### config.mk
export PLATFORM = sky130hd
export DESIGN_NAME = pc_redirect_controller
export DESIGN_NICKNAME = d
export VERILOG_FILES = /design/src/rtl/rv_ctrl_pkg.sv /design/src/rtl/pc_redirect_controller_target_calc.sv /design/src/rtl/pc_redirect_controller.sv
export SDC_FILE = /design/constraint.sdc
export NUM_CORES = 1
export LEC_CHECK = 0
export CAP_MARGIN = 0
export CORE_UTILIZATION = 31
export CTS_CLUSTER_DIAMETER = 100
export DETAILED_ROUTE_END_ITERATION = 16
export GPL_TIMING_DRIVEN = 0
export HOLD_SLACK_MARGIN = 0.05
export PLACE_DENSITY = 0.51
export SYNTH_ARGS = -nofsm -noshare
export SYNTH_HDL_FRONTEND = slang
export SYNTH_SLANG_ARGS = --single-unit
### constraint.sdc
create_clock -name clk -period 6.9 [get_ports clk]
set_input_delay 1.38 -clock clk [delete_from_list [all_inputs] [get_ports clk]]
set_output_delay 1.38 -clock clk [all_outputs]
set_load 0.03 [all_outputs]
### src/rtl/rv_ctrl_pkg.sv
// Shared front-end control types and constants for the fetch PC redirect logic.
package rv_ctrl_pkg;

   typedef enum logic [1:0] {
      RUN   = 2'd0,
      FLUSH = 2'd1,
      TRAP  = 2'd2
   } state_e;

   localparam int unsigned ILEN_BYTES   = 4;
   localparam int unsigned FLUSH_CNT_W  = 3;
   localparam logic [63:0] DEF_RESET_PC = 64'h0;
   localparam logic [63:0] DEF_TRAP_VEC = 64'h100;

endpackage

### src/rtl/pc_redirect_controller_target_calc.sv
// Branch/jump target select and add, plus the word-alignment check on the result.
module pc_target_calc #(
   parameter int unsigned XLEN = 64
) (
   input  logic [XLEN-1:0] ex_pc,
   input  logic            branch_taken,
   input  logic [XLEN-1:0] branch_offset,
   input  logic            jump_location,
   input  logic [XLEN-1:0] new_pc_offset,
   output logic [XLEN-1:0] target,
   output logic            misaligned
);

   // Branch wins when both flags are set; JALR clears bit 0 before the check.
   always_comb begin
      target = ex_pc + new_pc_offset;
      if (branch_taken)
         target = ex_pc + branch_offset;
      else if (jump_location)
         target = {new_pc_offset[XLEN-1:1], 1'b0};
      misaligned = |target[1:0];
   end

endmodule

### src/rtl/pc_redirect_controller.sv
// Fetch PC owner: advance/hold/redirect, fixed-length flush window and misaligned-target trap.
module pc_redirect_controller
   import rv_ctrl_pkg::*;
#(
   parameter int unsigned     XLEN         = 64,
   parameter logic [XLEN-1:0] RESET_PC     = XLEN'(DEF_RESET_PC),
   parameter logic [XLEN-1:0] TRAP_VEC     = XLEN'(DEF_TRAP_VEC),
   parameter int unsigned     FLUSH_CYCLES = 2
) (
   input  logic            clk,
   input  logic            rst,
   input  logic            stall,
   input  logic            ex_valid,
   input  logic [XLEN-1:0] ex_pc,
   input  logic            branch_taken,
   input  logic [XLEN-1:0] branch_offset,
   input  logic            jump_taken,
   input  logic            jump_location,
   input  logic [XLEN-1:0] new_pc_offset,
   output logic [XLEN-1:0] pc,
   output logic            fetch_valid,
   output logic            flush,
   output logic [XLEN-1:0] link_data,
   output logic            trap,
   output logic [31:0]     redirect_count
);

   state_e                 state_q, state_d;
   logic [FLUSH_CNT_W-1:0] cnt_q, cnt_d;
   logic [XLEN-1:0]        pc_d;
   logic [31:0]            count_d;
   logic [XLEN-1:0]        target;
   logic                   misaligned;
   logic                   redirect_req;

   pc_target_calc #(.XLEN(XLEN)) u_target (
      .ex_pc         (ex_pc),
      .branch_taken  (branch_taken),
      .branch_offset (branch_offset),
      .jump_location (jump_location),
      .new_pc_offset (new_pc_offset),
      .target        (target),
      .misaligned    (misaligned)
   );

   assign redirect_req = ex_valid & (branch_taken | jump_taken);
   assign link_data    = ex_pc + XLEN'(ILEN_BYTES);
   assign fetch_valid  = (state_q == RUN) & ~rst;

   always_comb begin
      state_d = state_q;
      cnt_d   = cnt_q;
      pc_d    = pc;
      count_d = redirect_count;
      flush   = 1'b0;
      trap    = 1'b0;
      unique case (state_q)
         RUN: begin
            if (redirect_req) begin
               flush = 1'b1;
               if (misaligned) begin
                  trap    = 1'b1;
                  pc_d    = TRAP_VEC;
                  state_d = TRAP;
               end else begin
                  pc_d    = target;
                  count_d = redirect_count + 32'd1;
                  cnt_d   = FLUSH_CNT_W'(FLUSH_CYCLES - 1);
                  state_d = (FLUSH_CYCLES > 1) ? FLUSH : RUN;
               end
            end else if (!stall) begin
               pc_d = pc + XLEN'(ILEN_BYTES);
            end
         end
         // The request cycle already counted as one flush cycle, so leave on the last count.
         FLUSH: begin
            flush = 1'b1;
            cnt_d = cnt_q - FLUSH_CNT_W'(1);
            if (cnt_q <= FLUSH_CNT_W'(1))
               state_d = RUN;
         end
         TRAP: begin
            flush   = 1'b1;
            state_d = RUN;
         end
         default: state_d = RUN;
      endcase
      if (rst) begin
         flush = 1'b0;
         trap  = 1'b0;
      end
   end

   always_ff @(posedge clk) begin
      if (rst) begin
         state_q        <= RUN;
         cnt_q          <= '0;
         pc             <= RESET_PC;
         redirect_count <= '0;
      end else begin
         state_q        <= state_d;
         cnt_q          <= cnt_d;
         pc             <= pc_d;
         redirect_count <= count_d;
      end
   end

endmodule

## Yosys cells after proc, flatten, opt, wreduce, memory -nomap -nowiden

Index checks and enable logic that the tools add are counted.

- Reduce and logical (&&, ||, !) cells: 8
- Mux-type cells: 19
- Shift operators: 0
- Bitwise gates (word level): 5
- Div/mod/pow operators: 0
- Eq/ne operators: 6
- Magnitude comparators: 1
- Add/sub/neg operators: 6
- Multiply operators: 0

Operators with widths:

| cell | count |
|---|---|
| 2-to-1 mux 64 bit | 5 |
| adder 64 x 3 -> 64 bit (second input constant) | 2 |
| adder 64 bit | 2 |
| adder 32 x 1 -> 32 bit (second input constant) | 1 |
| 2-to-1 mux 1 bit | 6 |
| 2-to-1 mux 2 bit | 3 |
| 2-to-1 mux 3 bit | 2 |
| inequality test 2 bit (second input constant) | 3 |
| one-hot mux 3 bit (2 select lines) | 1 |
| AND reduction 3 bit | 2 |
| one-hot mux 2 bit (2 select lines) | 1 |
| AND reduction 2 bit | 2 |
| OR reduction 2 bit | 2 |
| less-or-equal comparator 3 x 1 -> 1 bit (second input constant) | 1 |
| subtractor 3 x 1 -> 3 bit (second input constant) | 1 |
| bitwise AND 1 bit | 2 |
| == test 2 x 1 -> 1 bit (second input constant) | 1 |
| == test 2 bit (second input constant) | 1 |
| zero test 2 bit | 1 |
| inequality test 2 x 1 -> 1 bit (second input constant) | 1 |
| inverter 1 bit | 2 |
| one-hot mux 1 bit (2 select lines) | 1 |
| nonzero test 2 bit | 1 |
| OR 1 bit | 1 |

- Bits in latches: 0
- Register bits: 101
- Logic and storage cells: 49
- ROM bits: 0
- Input port bits: 199
- Memories kept: 0
- Memory bits (writable): 0
- Output and inout bits: 163

## Longest topological paths before layout

Gate-level depths: netlist of run 1.

- Depth after elaboration: 8
- Mapped depth: 14
- Depth with buffers taken out: 14

## Hierarchy

A second synthesis of run 1 with hierarchy kept.

- Cells, all modules: 2274
- Area, all modules: 15592.5 um^2

By module, submodules not included:

| module | sequential area each (um^2) | cells an instance | area each (um^2) | instances |
|---|---|---|---|---|
| pc_target_calc | 0.0 | 1319 | 8625.8 | 1 |
| pc_redirect_controller | 2021.9 | 955 | 6966.7 | 1 |

## Worst setup path before layout of run 1

Ideal clock, no wire load.

- Path kind: input -> output
- From: input ex_pc[6]
- To: output link_data[63]
- Path buffers: 0
- Data required time: 5520 ps
- Stages on the path: 10
- Arrival: 3787 ps
- Slack: 1733 ps
- Cells stage by stage: and3_1 nand3_1 or2_2 nor3_1 and2_1 nand3_1 nor2_1 nand2_1 nor3_1 xor2_1

- Longest elaborated chain between the ends: 1

Ends and longest elaborated chain:

| what | RTL line | text |
|---|---|---|
| start: declaration | pc_redirect_controller.sv:14 | `input logic [XLEN-1:0] ex_pc,` |
| adder 64 x 3 -> 64 bit | pc_redirect_controller.sv:47 | `assign link_data = ex_pc + XLEN'(ILEN_BYTES);` |
| end: declaration | pc_redirect_controller.sv:23 | `output logic [XLEN-1:0] link_data,` |

No other way between the ends.

## Final worst setup path of run 1

- From: input ex_pc[7]
- To: output link_data[63]

The elaborated chain is that of the path after synthesis.

==> results.txt, run 1 <==
Status -> finished clean
Fmax -> 0.1498 GHz
H-tree Lvls -> 3
Number of synthesized flops with an enable pin -> 0
Placer congestion estimate -> 0.9596
WP data required -> 5520 ps
Hold Path Class -> reg2reg
PD cells -> 139.0 nW/um2
Vias in the first global route -> 17680
Die height -> 223.3 um
Setup TNS -> 0 ps
Max_cap viols -> 0
Worst slew pin tran -> 1340 ps
Initial Util -> 31.60%
RSZ-0062 raised after global routing -> true
Layout net count -> 2942
CTS Buffer Depth -> 2
Setup violators final -> 0
Largest net degree at the start of global routing -> 20
Row count -> 80
Asr flop ratio synth -> 0%
Final WL -> 77030 um
CTS sink count -> 101
M1 WL -> 34790 um
Layout Utilization -> 41.39%
Antenna violations before repair -> 0
Clock Skews -> 12.67 ps
Vias -> 18930
Logic pwr share -> 56.1%
CP Capture Type -> output pin
Met2 WL -> 35040 um
Residual DRC -> 0
Crit path cell chain -> clkdlybuf4s50_1 > and3_1 > nand3_1 > or2_2 > nor3_2 > and2_1 > nand3_1 > nor2_4 > nand2_1 > nor3_1 > xor2_1 > clkdlybuf4s50_1
Fin. max-slew vios -> 0
Ys flop type -> dfxtp_1
Critical Path Source Type -> primary input
HPWL Detailed -> 63590 um
Multi-input gate area -> 12520 um2
Highest routed metal layer -> met4
DP Worst Slack -> -331.4 ps
PortBufs -> 359
Flop2flop setup slack -> 3040 ps
CP max stage delay -> 700 ps
Cells after synthesis -> 2238
CP arrival -> 5300 ps
Min cycle time layout -> 6676 ps
First-pass GRT wire length -> 113300 um
Final hold viol count -> 0
P_int -> 1.465 mW
Root Driver -> clkbuf_16
Worst reg-to-reg path cell count -> 13
Min-delay src -> pc[1]$_SDFFE_PP0P_
WL/cell -> 23.86 um
Reg area -> 2022 um2
Post-CTS Setup Bufs -> 0
Synth warnings -> 0
Slew margin rel. -> 8.386%
Via/cell ratio -> 5.861
Leak pwr -> 7.375 nW
Worst r2r dst -> redirect_count[25]$_SDFFE_PP0P_
Sequential area share after synthesis -> 13.32%
CP Max Fanout -> 7
Clk slew on worst S/H paths -> 80 ps
Flop pwr share -> 23.4%
Sw Ratio -> 47.01%
Syn Area/Cell -> 6.784 um2
DRT iter0 DRCs -> 1572
Die ar. -> 49860 um2
Fillers -> 5126
Hold Path Cell Cnt -> 1
Dpl cells -> 3212
CTS buffer count -> 9
Distinct cells, synth -> 84
Synthesized flop and latch total -> 101
VDD IR-drop max -> 0.0001116 V
Clock power share -> 20.5%
Power Total -> 2.764 mW
Gr usage total -> 29.79%
TritonCTS clock tree -> done
Worst hold path endpoint -> pc[1]$_SDFFE_PP0P_
Area grow syn2layout -> 30.99%
Grt ovf -> 0
Net Count, Synth -> 2572
Antenna Nets Post-Route -> 0
Final setup margin -> 224.3 ps
Die X -> 223.3 um
Met3 wire length -> 5661 um
Pre-antenna DRT Iters -> 5
Tcrit/Tclk final -> 96.75%
WS Path Type -> in2out
Core Footprint -> 48050 um2
Sw Pwr -> 1.300 mW
Slowest CP cell -> clkdlybuf4s50_1
Worst r2r src -> state_q[1]$_SDFFE_PP0P_
Share of layout cells above drive strength 1 -> 2.067%
Clk_lat worst skew -> 370 ps
Ports -> 362
Non-Filler Instances -> 3229
Cell area after synthesis -> 15180 um2
==> cells in the mapped netlist, drive strengths merged (7+ instances only) <==
| cell type | number | area, um2 |
|---|---|---|
| a21oi | 257 | 1290 |
| nand2 | 253 | 952.2 |
| o21ai | 210 | 1055 |
| nor2 | 205 | 772.0 |
| ha | 133 | 1664 |
| clkbuf | 105 | 394.1 |
| xnor2 | 102 | 893.4 |
| dfxtp | 101 | 2022 |
| xor2 | 90 | 788.3 |
| nand3 | 82 | 415.4 |
| nand4 | 65 | 406.6 |
| a21o | 57 | 427.9 |
| inv | 56 | 210.2 |
| nor3 | 46 | 230.2 |
| and3 | 41 | 256.5 |
| a31oi | 37 | 231.5 |
| a211oi | 36 | 270.3 |
| o211ai | 29 | 217.7 |
| o21a | 25 | 188.9 |
| nand2b | 22 | 137.6 |
| or3 | 21 | 131.4 |
| o21bai | 18 | 135.1 |
| mux2i | 16 | 160.2 |
| a22oi | 15 | 117.6 |
| nor2b | 15 | 93.84 |
| nor4 | 14 | 108.9 |
| and2 | 13 | 81.33 |
| and4 | 13 | 113.9 |
| o22ai | 13 | 81.33 |
| buf | 12 | 58.80 |
| o31ai | 12 | 100.1 |
| nor3b | 10 | 75.07 |
| o32ai | 9 | 78.83 |
| a2111oi | 8 | 88.84 |
| a211o | 8 | 70.07 |
| a221oi | 8 | 70.07 |
| o31a | 7 | 61.31 |
==> sequential cells by signal (all words and copies together), names as in the netlist <==
| signal | count |
|---|---|
| redirect_count | 32 |
| state_q | 2 |
| pc | 64 |
| cnt_q | 3 |
==> cells by family (layout without fill, tap and decap cells) <==
kind of cell,after synthesis,after routing,share of synthesized area (%)
multiplexers,19,19,1.277
flip-flops,101,101,13.32
XOR/XNOR,192,192,11.08
buffers and inverters,174,549,4.393
other,0,1,0
adder cells (fa/ha/maj),135,135,11.22
AO/OA/AOI/OAI,805,805,33.01
AND/OR/NAND/NOR,812,812,25.70
==> layout make-up <==
class	instances	share of cell area, %
Multi-Input combinational cell	1963	62.95
Antenna cell	1	0.01258
Timing Repair Buffer	359	18.07
Tap cell	615	3.869
Buffer	117	2.278
Clock inverter	7	0.4404
Sequential cell	101	10.17
Clock buffer	9	1.133
Inverter	57	1.076
==> power groups by stage <==
stage          registers [mW]  clock network (mW)  logic, mW
2_1_floorplan           0.691                   0      0.853
3_3_place_gp            0.658                   0       1.52
3_5_place_dp            0.659                   0       1.52
4_1_cts                 0.645               0.570       1.52
5_1_grt                 0.651               0.592       1.66
6_report                0.647               0.567       1.55
==> per-layer routing <==
layer | GRT usage [%] | up-vias
li1 | - | 9050
met1 | 41.46 | 9048
met2 | 48.64 | 755
met3 | 3.991 | 72
met4 | 6.385 | 0
met5 | 0 | -
==> stage by stage <==
stage                     hold slack (ps)  area (um2)
after CTS                           473.8       19880
final                               464.8       19890
after detailed placement            450.9       19550
after global routing                493.4       19880
after global placement              446.6       19550
after floorplan                     471.2       15180
==> cell usage in the layout, fill, tap and decap left out, types with 8 or more instances in the layout <==
master           count
clkdlybuf4s50_1    359
a21oi_1            256
nand2_1            252
nor2_1             202
o21ai_0            200
ha_1               133
clkbuf_1           105
xnor2_1            102
dfxtp_1            101
xor2_1              90
nand3_1             81
nand4_1             65
a21o_1              57
inv_1               56
nor3_1              44
and3_1              41
a31oi_1             37
a211oi_1            36
o211ai_1            29
o21a_1              24
nand2b_1            22
or3_1               21
o21bai_1            18
mux2i_1             16
nor2b_1             15
a22oi_1             14
and4_1              13
and2_1              13
o22ai_1             13
nor4_1              12
nor3b_1             10
o31ai_1             10
o21ai_1              9
o32ai_1              9
clkbuf_16            9
a221oi_1             8
a211o_1              8
==> what timing repair did <==
item,4_1_cts,5_1_grt
gates resized for setup,3,2
endpoints found under the hold margin,0,0
endpoints found under the setup margin,14,12
pin swaps,0,0
hold buffers,0,0
==> critical path: cells and delay by family <==
kind | cells | cell delay (ps)
buf+inv | 2 | 1310
xor+xnor | 1 | 170
simple gates | 9 | 2420
==> how the worst max path moves through the flow <==
stage	from	to	slack [ps]	cells after the start
2_1_floorplan	ex_pc[6]	link_data[63]	1730	10
3_3_place_gp	ex_pc[5]	link_data[62]	-540	12
3_5_place_dp	ex_pc[5]	link_data[63]	-330	12
4_1_cts	ex_pc[5]	link_data[63]	50	12
5_1_grt	ex_pc[5]	link_data[63]	-60	12
6_report	ex_pc[7]	link_data[63]	220	12
No activity file was read; power rests on OpenSTA's default activity.
==> run 2, diff against run 1 <==
--- a/config.mk
+++ b/config.mk
@@ -7,2 +7,3 @@
 export LEC_CHECK = 0
+export ABC_AREA = 1
 export CAP_MARGIN = 0
@@ -13,3 +14,3 @@
 export HOLD_SLACK_MARGIN = 0.05
-export PLACE_DENSITY = 0.51
+export PLACE_DENSITY = 0.49
 export SYNTH_ARGS = -nofsm -noshare
==> constraint.sdc (replaced) <==
create_clock -name clk -period 6.9 [get_ports clk]
set_input_delay 2.07 -clock clk [delete_from_list [all_inputs] [get_ports clk]]
set_output_delay 2.07 -clock clk [all_outputs]
set_load 0.03 [all_outputs]
==> run 2 against run 1 <==
Net effect:
- critical path depth down 2
- largest cell class unchanged
- largest power group unchanged
- setup slack got worse by 170 ps
- cell count up 49%
- power grew 14%
==> results.txt, run 2 <==
Vias in the first global route -> 22710
PortBufs -> 360
Die X -> 250.8 um
Worst Path Buf+Inv -> 4
Fillers -> 7031
Final hold viol count -> 0
M2 GR Usage -> 51.07%
WL/cell -> 22.01 um
Most common cell after layout, fill and taps aside -> nand2_1
Most flops, register -> pc
Root Driver -> clkbuf_16
Power Total -> 3.156 mW
Largest net degree at the start of global routing -> 19
Tcrit/Tclk final -> 99.15%
Layout Utilization -> 39.91%
Syn Area/Cell -> 5.266 um2
CTS sink count -> 101
TritonCTS clock tree -> done
Max_cap viols -> 0
Clock Skews -> 14.61 ps
Cell area after synthesis -> 19190 um2
Distinct cells, synth -> 51
Placed instance area -> 23770 um2
Die height -> 250.8 um
Worst slew pin tran -> 1216 ps
Kind of cell adding the most delay to the critical path -> simple AND/OR/NAND/NOR gates
Final setup margin -> 58.80 ps
Crit path cell chain -> dlygate4sd2_1 > inv_1 > nor3_2 > nand4_2 > nor4_4 > buf_4 > nand2_1 > nor4_2 > xor2_1 > clkdlybuf4s15_2
Setup TNS -> 0 ps
Share of layout cells above drive strength 1 -> 2.707%
Sequential area share after synthesis -> 10.54%
Min cycle time layout -> 6841 ps
Design area -> 24270 um2
Final WL -> 105900 um
Critical Path Source Type -> primary input
Antenna Nets Post-Route -> 0
CP max stage delay -> 450 ps
Antenna violations before repair -> 0
CTS buffer count -> 9
Ports -> 362
Pre-antenna DRT Iters -> 6
WS Path Type -> in2out
Top cells by area, synth -> nand2_1 (21%), inv_1 (11%), dfxtp_1 (11%), a21oi_1 (9.8%), ha_1 (8.7%)
Initial Util -> 31.56%
HPWL Detailed -> 92190 um
Core Footprint -> 60810 um2
RSZ-0062 raised after global routing -> true
Clk_lat worst skew -> 380 ps
Non-Filler Instances -> 4809
PD cells -> 130.0 nW/um2
Placer congestion estimate -> 0.9992
CP Capture Type -> output pin
Dpl cells -> 4786
Status -> finished clean
Area grow syn2layout -> 26.45%
Max FFs per register -> 64
Synth warnings -> 0
Leak pwr -> 11.36 nW
VDD IR-drop max -> 0.00009702 V
Cts-stage hold buffer count -> 0
Synthesized flop and latch total -> 101
Most frequent cells in the layout -> nand2_1 (1081), inv_1 (562), nor2_1 (407), a21oi_1 (374), clkdlybuf4s50_1 (295)
Fin Hold WS -> 455.0 ps
Clk slew on worst S/H paths -> 80 ps
Cells after synthesis -> 3644
H-tree Lvls -> 3
Hold Path Class -> reg2reg
Vias -> 25090
Number of synthesized flops with an enable pin -> 0
Residual DRC -> 0
CTS Buffer Depth -> 2
Layout net count -> 4356
Ys flop type -> dfxtp_1
M1 GR Usage -> 46.45%
Grt ovf -> 0
Row count -> 90
Most common cell in the netlist -> nand2_1
Asr flop ratio synth -> 0%
Via/cell ratio -> 5.217
Fmax -> 0.1462 GHz
Busiest grt layer -> met2
N_diodes -> 0
Flop2flop setup slack -> 3760 ps
Die ar. -> 62910 um2
Setup violators final -> 0
Fin. max-slew vios -> 0
First-pass GRT wire length -> 151800 um
Gr usage total -> 32.68%
Cell taking the most area after synthesis -> nand2_1
Slew margin rel. -> 18.93%
Most frequent cells after synthesis -> nand2_1 (1082), inv_1 (562), nor2_1 (413)
Slowest CP cell -> dlygate4sd2_1
CP arrival -> 4770 ps
DP Worst Slack -> -1099 ps
WP data required -> 4830 ps
CP Max Fanout -> 5
Synth top area share -> 21.16%
Regs by FF count -> pc x64, redirect_count x32, cnt_q x3
Global-route met3 utilization -> 4.256%
Net Count, Synth -> 3978
DRT iter0 DRCs -> 2747
==> run 2: changes by cell type in the layout (fill, tap and decap cells not counted), moves of 55 or more <==
cell,delta
nand3_1,+159
nor2_1,+205
nand2_1,+829
a21oi_1,+118
a21o_1,-55
inv_1,+506
clkdlybuf4s50_1,-64
clkbuf_1,-55
==> run 2: report_power, final <==
group | leakage, nW | internal (mW) | switching (mW)
combinational | 10.4 | 0.630 | 1.23
clock | 0.153 | 0.298 | 0.269
sequential | 0.827 | 0.636 | 0.0968
total | 11.4 | 1.56 | 1.59
==> run 2: path summary, 6_finish.rpt <==
check                               start                  to  depth (start not counted)
setup / recovery                ex_pc[21]       link_data[62]                         10
hold / removal         pc[0]$_SDFFE_PP0P_  pc[0]$_SDFFE_PP0P_                          2
setup reg to reg  state_q[1]$_SDFFE_PP0P_  pc[7]$_SDFFE_PP0P_                          8
hold reg to reg        pc[0]$_SDFFE_PP0P_  pc[0]$_SDFFE_PP0P_                          2
==> run 2: layout make-up <==
type                       count  area, um2  area share [%]
clock inverter                 6      77.57          0.3197
tap                          782      978.4           4.032
timing repair buffer         368       3602           14.84
inverter                     569       2136           8.801
sequential                   101       2022           8.332
buffer                        66      261.5           1.078
clock buffer                  10      239.0          0.9848
multi-input combinational   2907      14950           61.61
==> run 2: repair_timing <==
item / in CTS / in global routing
buffers inserted: 6 / 2
endpoints found under the hold margin: 0 / 0
gates resized for setup: 105 / 41
setup endpoints to repair: 41 / 28
pin swaps: 7 / 4
==> run 2: tightest hold or removal path, delay by kind of cell, from the launching register on <==
kind | cells | cell delay [ps]
DFF | 1 | 320
and+or+nand+nor | 1 | 70
buffers and inverters | 1 | 30
==> run 2: kinds of logic (layout without fill, tap and decap cells) <==
kind of cell	after synthesis	in the layout	share of synthesized area (%)
AO/OA/AOI/OAI	650	650	17.68
flip-flops	101	101	10.54
adder cells (fa/ha/maj)	135	135	8.880
XOR/XNOR	158	158	7.211
AND/OR/NAND/NOR	1964	1964	43.19
buffers and inverters	636	1019	12.50
==> run 2: per-layer routing <==
metal,share of wire [%],wire length (um)
met1,47,49280
met2,43,45360
met3,7.5,7910
met4,3.1,3310
met5,0,0
==> run 3, diff against run 2 <==
- clock period: 6.9 -> 8.5 ns (I/O delays scaled with it)
==> run 3 against run 2 <==
Net effect:
- global-route usage about the same
- first-iteration DRC count decreased by 5.0%
- critical path type unchanged
- worst hold slack about the same
==> results.txt, run 3 (synthesis gave the netlist of run 2 again) <==
Die ar. -> 62910 um2
Residual DRC -> 0
RSZ-0062 raised after global routing -> false
Most flops, register -> pc
Die X -> 250.8 um
Cts-stage hold buffer count -> 0
H-tree Lvls -> 3
Worst slew pin tran -> 1209 ps
Critical Path Source Type -> primary input
Area grow syn2layout -> 26.13%
Sw Pwr -> 1.291 mW
PD cells -> 106.1 nW/um2
Vias in the first global route -> 22660
Root Driver -> clkbuf_16
M2 GR Usage -> 51.02%
DRT iter0 DRCs -> 2609
Worst reg-to-reg path cell count -> 8
CTS Buffer Depth -> 2
Min cycle time layout -> 8479 ps
VDD IR-drop max -> 0.00008003 V
Design area -> 24210 um2
Row count -> 90
Die height -> 250.8 um
Final setup margin -> 20.93 ps
Busiest grt layer -> met2
Initial Util -> 31.56%
Share of layout cells above drive strength 1 -> 1.716%
Ports -> 362
Clk slew on worst S/H paths -> 80 ps
WS Path Type -> in2out
Dpl cells -> 4786
WP data required -> 5950 ps
Most frequent cells in the layout -> nand2_1 (1082), inv_1 (562), nor2_1 (410), a21oi_1 (374), clkdlybuf4s50_1 (346)
Hold Path Class -> reg2reg
Antenna Nets Post-Route -> 0
CTS buffer count -> 9
Sw Ratio -> 50.28%
Setup TNS -> 0 ps
Max_cap viols -> 0
Core Footprint -> 60810 um2
Fmax -> 0.1179 GHz
P_int -> 1.277 mW
Clk_lat worst skew -> 380 ps
Max FFs per register -> 64
Fin. max-slew vios -> 0
WL/cell -> 22.04 um
Flop pwr share -> 23.1%
Setup violators final -> 0
Global-route met3 utilization -> 4.432%
Antenna violations before repair -> 0
Pre-antenna DRT Iters -> 6
Hold Path Cell Cnt -> 2
Leak pwr -> 11.23 nW
Clock power share -> 18.0%
Layout net count -> 4351
Tcrit/Tclk final -> 99.75%
Grt ovf -> 0
HPWL Detailed -> 92190 um
Gr usage total -> 32.64%
TritonCTS clock tree -> done
Final hold viol count -> 0
Slew margin rel. -> 19.43%
Logic pwr share -> 58.9%
Clock Skews -> 13.78 ps
Status -> finished clean
Vias -> 25090
Final WL -> 105900 um
DP Worst Slack -> -458.6 ps
Placer congestion estimate -> 0.9992
PortBufs -> 360
Placed instance area -> 23770 um2
CP arrival -> 5930 ps
Regs by FF count -> pc x64, redirect_count x32, cnt_q x3
CTS sink count -> 101
Most common cell after layout, fill and taps aside -> nand2_1
Via/cell ratio -> 5.223
M1 GR Usage -> 46.34%
CP Max Fanout -> 5
Non-Filler Instances -> 4804
First-pass GRT wire length -> 151600 um
CP Capture Type -> output pin
N_diodes -> 0
Largest net degree at the start of global routing -> 19
run 3: through the flow:
stage,utilization [%],power (mW),hold WS (ps)
3_3_place_gp,39.09,2.095,447.0
6_report,39.81,2.568,455.0
5_1_grt,39.81,2.722,491.3
2_1_floorplan,-,1.457,431.4
4_1_cts,39.73,2.555,459.3
3_5_place_dp,39.09,2.092,446.5
run 3: power groups by stage:
stage	Clock [mW]	Combinational (mW)	Sequential [mW]
2_1_floorplan	0	0.805	0.652
3_3_place_gp	0	1.49	0.605
3_5_place_dp	0	1.49	0.605
4_1_cts	0.467	1.49	0.594
5_1_grt	0.485	1.64	0.600
6_report	0.461	1.51	0.594
run 3: final cells by class:
type                            count  area (um2)
Sequential cell                   101        2022
Fill cell                        7020       36600
Inverter                          569        2136
Multi-Input combinational cell   2907       14850
Clock buffer                       10       239.0
Tap cell                          782       978.4
Timing Repair Buffer              362        3638
Buffer                             67       264.0
Clock inverter                      6       77.57
run 3: per-layer routing:
metal | share of wire [%] | up-vias
met4 | 3.1 | 0
met3 | 7.5 | 108
met1 | 47 | 11430
met5 | 0 | -
li1 | - | 12510
met2 | 43 | 1050
run 3: final timing paths:
path,from,end,slack [ps]
worst max-delay path,ex_pc[21],link_data[41],20
worst min-delay path,pc[0]$_SDFFE_PP0P_,pc[0]$_SDFFE_PP0P_,460
worst max register to register,state_q[1]$_SDFFE_PP0P_,pc[7]$_SDFFE_PP0P_,5330
worst min register to register,pc[0]$_SDFFE_PP0P_,pc[0]$_SDFFE_PP0P_,460
run 3: what timing repair did:
item	in CTS	in global routing
setup buffers	2	0
pin swaps	2	0
endpoints found under the setup margin	16	13
resized for setup	16	14
run 3: critical path, cell delays in order:
cell and delay, ps:
clkdlybuf4s50_1 720, inv_1 240, nor4_2 410, nand2_1 170, nor3_2 370, nand2_1 290
nor4_4 290, xor2_1 180, clkdlybuf4s50_1 700
